**config.mk**
```make
export PLATFORM = sky130hd
export DESIGN_NAME = stopwatch_ctrl
export DESIGN_NICKNAME = d
export VERILOG_FILES = /design/src/rtl/stopwatch_ctrl.sv
export SDC_FILE = /design/constraint.sdc
export NUM_CORES = 1
export LEC_CHECK = 0
export CAP_MARGIN = 20
export CORE_MARGIN = 8
export CORE_UTILIZATION = 45
export CTS_BUF_LIST = sky130_fd_sc_hd__clkbuf_4 sky130_fd_sc_hd__clkbuf_8
export CTS_CLUSTER_DIAMETER = 100
export DETAILED_ROUTE_END_ITERATION = 12
export PLACE_DENSITY = 0.66
export SETUP_SLACK_MARGIN = 0.5
export SYNTH_ARGS = -nofsm -noshare
export SYNTH_HDL_FRONTEND = slang
export SYNTH_SLANG_ARGS = --single-unit
```
**constraint.sdc**
```tcl
create_clock -name clk -period 5.17 [get_ports clk]
set_input_delay 0.7755 -clock clk [delete_from_list [all_inputs] [get_ports clk]]
set_output_delay 0.7755 -clock clk [all_outputs]
set_load 0.02 [all_outputs]
```
**src/rtl/stopwatch_ctrl.sv**
```systemverilog
// Stopwatch control FSM and BCD MM:SS.cc time base with button edge detection.
// Optional lap-freeze display is built when STOPWATCH_LAP_EN is defined.
module stopwatch_ctrl #(
  parameter int CLK_HZ  = 100_000_000,
  parameter int TICK_HZ = 100,
  parameter int MAX_MIN = 59
) (
  input  logic       clk,
  input  logic       rst_n,
  input  logic       bt_start,
  input  logic       bt_clr,
  input  logic       bt_lap,
  output logic [7:0] disp_min,
  output logic [7:0] disp_sec,
  output logic [7:0] disp_cs,
  output logic       running,
  output logic       overflow,
  output logic       lap_active
);

  // state   | meaning
  // S_IDLE  | cleared, waiting for start
  // S_RUN   | prescaler and time counter advancing
  // S_PAUSE | counting frozen, prescaler phase kept
  // S_DONE  | saturated at MAX_MIN:59.99

  localparam int DIV = CLK_HZ / TICK_HZ;
  localparam int CW  = $clog2(DIV);
  localparam logic [CW-1:0] CNT_MAX = CW'(DIV - 1);
  localparam logic [3:0] MAXM_T = 4'(MAX_MIN / 10);
  localparam logic [3:0] MAXM_O = 4'(MAX_MIN % 10);
  localparam logic [23:0] TIME_MAX = {MAXM_T, MAXM_O, 4'd5, 4'd9, 4'd9, 4'd9};

  typedef enum logic [1:0] {S_IDLE, S_RUN, S_PAUSE, S_DONE} state_t;

  state_t          state_q, state_d;
  logic [1:0]      prev_q, press_q;
  logic [CW-1:0]   cnt_q, cnt_d;
  logic [23:0]     time_q, time_d;
  logic            running_q, overflow_q;
  logic            tick, at_max, start_p, clr_p;
  logic [23:0]     disp_time;

  // Digit order in time vector: [3:0]=cs ones ... [23:20]=min tens.
  function automatic logic [23:0] time_inc(input logic [23:0] t);
    logic [23:0] r;
    logic        carry;
    logic [3:0]  lim;
    r     = t;
    carry = 1'b1;
    for (int i = 0; i < 6; i++) begin
      lim = (i == 3) ? 4'd5 : 4'd9;
      if (carry) begin
        if (r[i*4 +: 4] == lim) begin
          r[i*4 +: 4] = 4'd0;
        end else begin
          r[i*4 +: 4] = r[i*4 +: 4] + 4'd1;
          carry       = 1'b0;
        end
      end
    end
    return r;
  endfunction

  assign start_p = press_q[0];
  assign clr_p   = press_q[1];
  assign tick    = (state_q == S_RUN) && (cnt_q == CNT_MAX);
  assign at_max  = (time_q == TIME_MAX);

  always_comb begin
    state_d = state_q;
    cnt_d   = cnt_q;
    time_d  = time_q;
    if (state_q == S_RUN) begin
      cnt_d = tick ? '0 : cnt_q + 1'b1;
    end
    if (tick && !at_max) begin
      time_d = time_inc(time_q);
    end
    case (state_q)
      S_IDLE:  if (start_p) state_d = S_RUN;
      S_RUN: begin
        if (tick && at_max) state_d = S_DONE;
        else if (start_p)   state_d = S_PAUSE;
      end
      S_PAUSE: begin
        if (clr_p)        state_d = S_IDLE;
        else if (start_p) state_d = S_RUN;
      end
      S_DONE:  if (clr_p) state_d = S_IDLE;
      default: state_d = S_IDLE;
    endcase
    if (state_d == S_IDLE && state_q != S_IDLE) begin
      cnt_d  = '0;
      time_d = '0;
    end
  end

  // prev regs reset high so a button held through reset is not a press
  always_ff @(posedge clk or negedge rst_n) begin
    if (!rst_n) begin
      state_q    <= S_IDLE;
      prev_q     <= 2'b11;
      press_q    <= 2'b00;
      cnt_q      <= '0;
      time_q     <= '0;
      running_q  <= 1'b0;
      overflow_q <= 1'b0;
    end else begin
      state_q    <= state_d;
      prev_q     <= {bt_clr, bt_start};
      press_q    <= {bt_clr, bt_start} & ~prev_q;
      cnt_q      <= cnt_d;
      time_q     <= time_d;
      running_q  <= (state_d == S_RUN);
      overflow_q <= (state_d == S_DONE);
    end
  end

`ifdef STOPWATCH_LAP_EN
  logic        lap_prev_q, lap_press_q, lap_q, lap_d;
  logic [23:0] frz_q, frz_d;

  always_comb begin
    lap_d = lap_q;
    frz_d = frz_q;
    if (state_d == S_IDLE || state_d == S_DONE) begin
      lap_d = 1'b0;
    end else if (lap_press_q) begin
      if (lap_q && (state_q == S_RUN || state_q == S_PAUSE)) begin
        lap_d = 1'b0;
      end else if (!lap_q && state_q == S_RUN) begin
        lap_d = 1'b1;
        frz_d = time_d;
      end
    end
  end

  always_ff @(posedge clk or negedge rst_n) begin
    if (!rst_n) begin
      lap_prev_q  <= 1'b1;
      lap_press_q <= 1'b0;
      lap_q       <= 1'b0;
      frz_q       <= '0;
    end else begin
      lap_prev_q  <= bt_lap;
      lap_press_q <= bt_lap & ~lap_prev_q;
      lap_q       <= lap_d;
      frz_q       <= frz_d;
    end
  end

  assign disp_time  = lap_q ? frz_q : time_q;
  assign lap_active = lap_q;
`else
  logic unused_lap;
  assign unused_lap = bt_lap;
  assign disp_time  = time_q;
  assign lap_active = 1'b0;
`endif

  assign disp_min = disp_time[23:16];
  assign disp_sec = disp_time[15:8];
  assign disp_cs  = disp_time[7:0];
  assign running  = running_q;
  assign overflow = overflow_q;

endmodule
```
==> metrics.yaml <==
power:
  pwr-share-clk_pct: 30.8
  power_mw: 0.972
  power_frac_seq_pct: 47.6
  ir_drop_mv: 0.170
  p_sw_share_pct: 31.7
  combPwrFrac_pct: 21.6
  power_leakage_nw: 1.43
  p_int_mw: 0.664
  p_sw_mw: 0.308
  p_per_area_nw_per_um2: 277
placed_design:
  io_buffers: 29
  globalplace.congestion: 0.863
  dp_slack_ps: 2670
  placed_area_um2: 3380
  placed_cells: 431
  place_hpwl_um: 4820
synth:
  synth_nets: 350
  synth_edf_count: 0
  async_flop_share_pct: 100
  syn_area_um2: 3040
  synth-seq-cells: 52
  syn_avg_cell_area_um2: 9.10
  yosysSeqAreaShare_pct: 42.9
  postSynthCellCount: 334
  ys_types: 59
  yosysWarnings: 0
  synthFlopType: "dfrtp_1"
final_layout:
  nets: 375
  drive_gt1_share_pct: 6.11
  diodes: 0
  layout_commonest_cell: "dfrtp_1"
  fillers: 635
  layout_common_cells: "dfrtp_1, nand2_1, clkdlybuf4s50_1"
  final_cells: 440
  fin_util_pct: 52.5
  stdcell_area_um2: 3500
  area_growth_syn_to_layout_pct: 15.3
routing:
  wl_per_cell_um: 16.0
  first_pass_iters: 4
  ant_nets: 0
  drc: 0
  via_per_inst: 6.13
  num_vias: 2696
  drt_iter0_markers: 172
  drt-total-wl_um: 7060
clock_network:
  clk_pin_slew_ps: 100
  clk_latency_ps: 310
  cts_resized: 0
  cts-htree-levels: 2
  root_buffer: "clkbuf_8"
  clock_sinks: 52
  post-cts-setup-buffers: 0
  cts_tree: "built"
  cts_inserted_buffers: 5
  clk_path_buf_depth: 2
  hold_buffers: 0
global_route:
  grt_start_max_net_pins: 53
  antenna_found_initial: 0
  grt_pass1_vias: 2541
  grtUsageTotal_pct: 15.0
  globalRouteMet2Util_pct: 24.5
  grtUsageMet3_pct: 3.27
  grtUsageMet1_pct: 19.1
  grt_pass1_wl_um: 12200
  gr-max-usage-layer: "met2"
  overflow: 0
critical_path:
  crit_path_end_kind: "flip-flop"
  start_kind: "flip-flop"
  cp_max_fo: 14
  path_class: "flip-flop to flip-flop"
  cp.arrival_ps: 2750
  required_ps: 5400
timing:
  hold_ws_ps: 495
  setup_viol: 0
  fin_crit_sh_pct: 48.8
  fmax_ghz: 0.397
  tns_ps: 0
  hold_violations: 0
  period_minus_slack_ps: 2520
  maxSlewHeadroom_pct: 41.9
  timing.final.ws_setup_ps: 2650
  worstMarginPinSlew_ps: 871
  grt_setup_unrepaired: "false"
  finalMaxSlewViolations: 0
  skew_ps: 11.8
die:
  die_w_um: 98.2
  io_pins: 32
  die_area_um2: 9640
  initial_utilization_pct: 45.5
  row_count: 30
  die_h_um: 98.2
  core_um2: 6680
run:
  max_cap_violations: 0
status:
  status: "finished, final reports clean"
min_path:
  hold_class: "flip-flop to flip-flop"
[cell usage after synthesis, drive strengths merged, types with 3 or more instances]
master / number / area, um^2
nand3b: 6 / 45.0
inv: 10 / 37.5
and3: 4 / 25.0
nor4: 10 / 83.8
a21o: 4 / 30.0
dfrtp: 50 / 1250
clkbuf: 11 / 41.3
buf: 3 / 23.8
nor2: 19 / 71.3
o21ai: 22 / 114
a31oi: 7 / 43.8
nand2b: 5 / 31.3
nand4: 12 / 75.1
o211ai: 7 / 57.6
nor3: 6 / 30.0
nand3: 14 / 70.1
o31ai: 3 / 22.5
and3b: 6 / 52.6
or4: 9 / 67.6
ha: 11 / 138
nor2b: 4 / 25.0
a21oi: 27 / 135
nand2: 37 / 139
or3: 10 / 62.6
[cell type report]
type	instances	area, um^2	area share (%)
multi-input cells	258	1630	46.6
flip-flops and latches	52	1300	37.2
repair buffers	32	308	8.78
well taps	80	100	2.86
clock buffers	6	82.6	2.36
clock inverters	2	38.8	1.11
inverters	10	37.5	1.07
[critical path, stage by stage, from the launching register on]
cell,delay [ps]
dfrtp_1,420
ha_1,280
nand2_1,200
nor4_4,480
o211ai_2,330
or4b_1,560
a31oi_1,170
[sequential cells by signal, summed over array words and instances, names as in the netlist]
name / count
state_q: 2
prev_q: 2
overflow: 1
disp_time: 24
running: 1
press_q: 2
cnt_q: 20
[power by group through the flow]
stage          Combinational [mW]  Clock, mW  Sequential [mW]
5_1_grt                     0.235      0.324            0.469
3_3_place_gp                0.202          0            0.469
2_1_floorplan               0.133          0            0.471
4_1_cts                     0.206      0.311            0.463
3_5_place_dp                0.204          0            0.471
6_report                    0.209      0.299            0.463
[kinds of logic (layout without fill, tap and decap cells)]
kind of cell | after synthesis | count (layout) | share of synthesized area [%]
other | 1 | 1 | 0.123
buffers and inverters | 24 | 50 | 3.37
and+or+nand+nor | 153 | 153 | 28.8
AOI/OAI and AO/OA | 88 | 88 | 18.7
adders and majority gates | 11 | 11 | 4.53
DFF | 52 | 52 | 42.9
xor gates and xnor gates | 2 | 2 | 0.576
muxes | 3 | 3 | 1.03
[worst paths after layout]
check	from	end	slack (ps)	depth (start not counted)
max in group asynchronous	rst_n	cnt_q[17]	4130	2
hold / removal	prev_q[1]	press_q[1]	490	1
hold reg to reg	prev_q[1]	press_q[1]	490	1
setup / recovery	cnt_q[0]	disp_time[3]	2650	6
setup reg to reg	cnt_q[0]	disp_time[3]	2650	6
min in group asynchronous	rst_n	disp_time[3]	580	2
[routing by layer]
layer / wire [um] / share of wire [%] / vias to the layer above
li1: - / - / 1303
met1: 3390 / 48 / 1352
met2: 3380 / 48 / 36
met3: 230 / 3.3 / 5
met4: 61 / 0.86 / 0
met5: 0 / 0 / -
No activity file was read; power rests on OpenSTA's default activity.
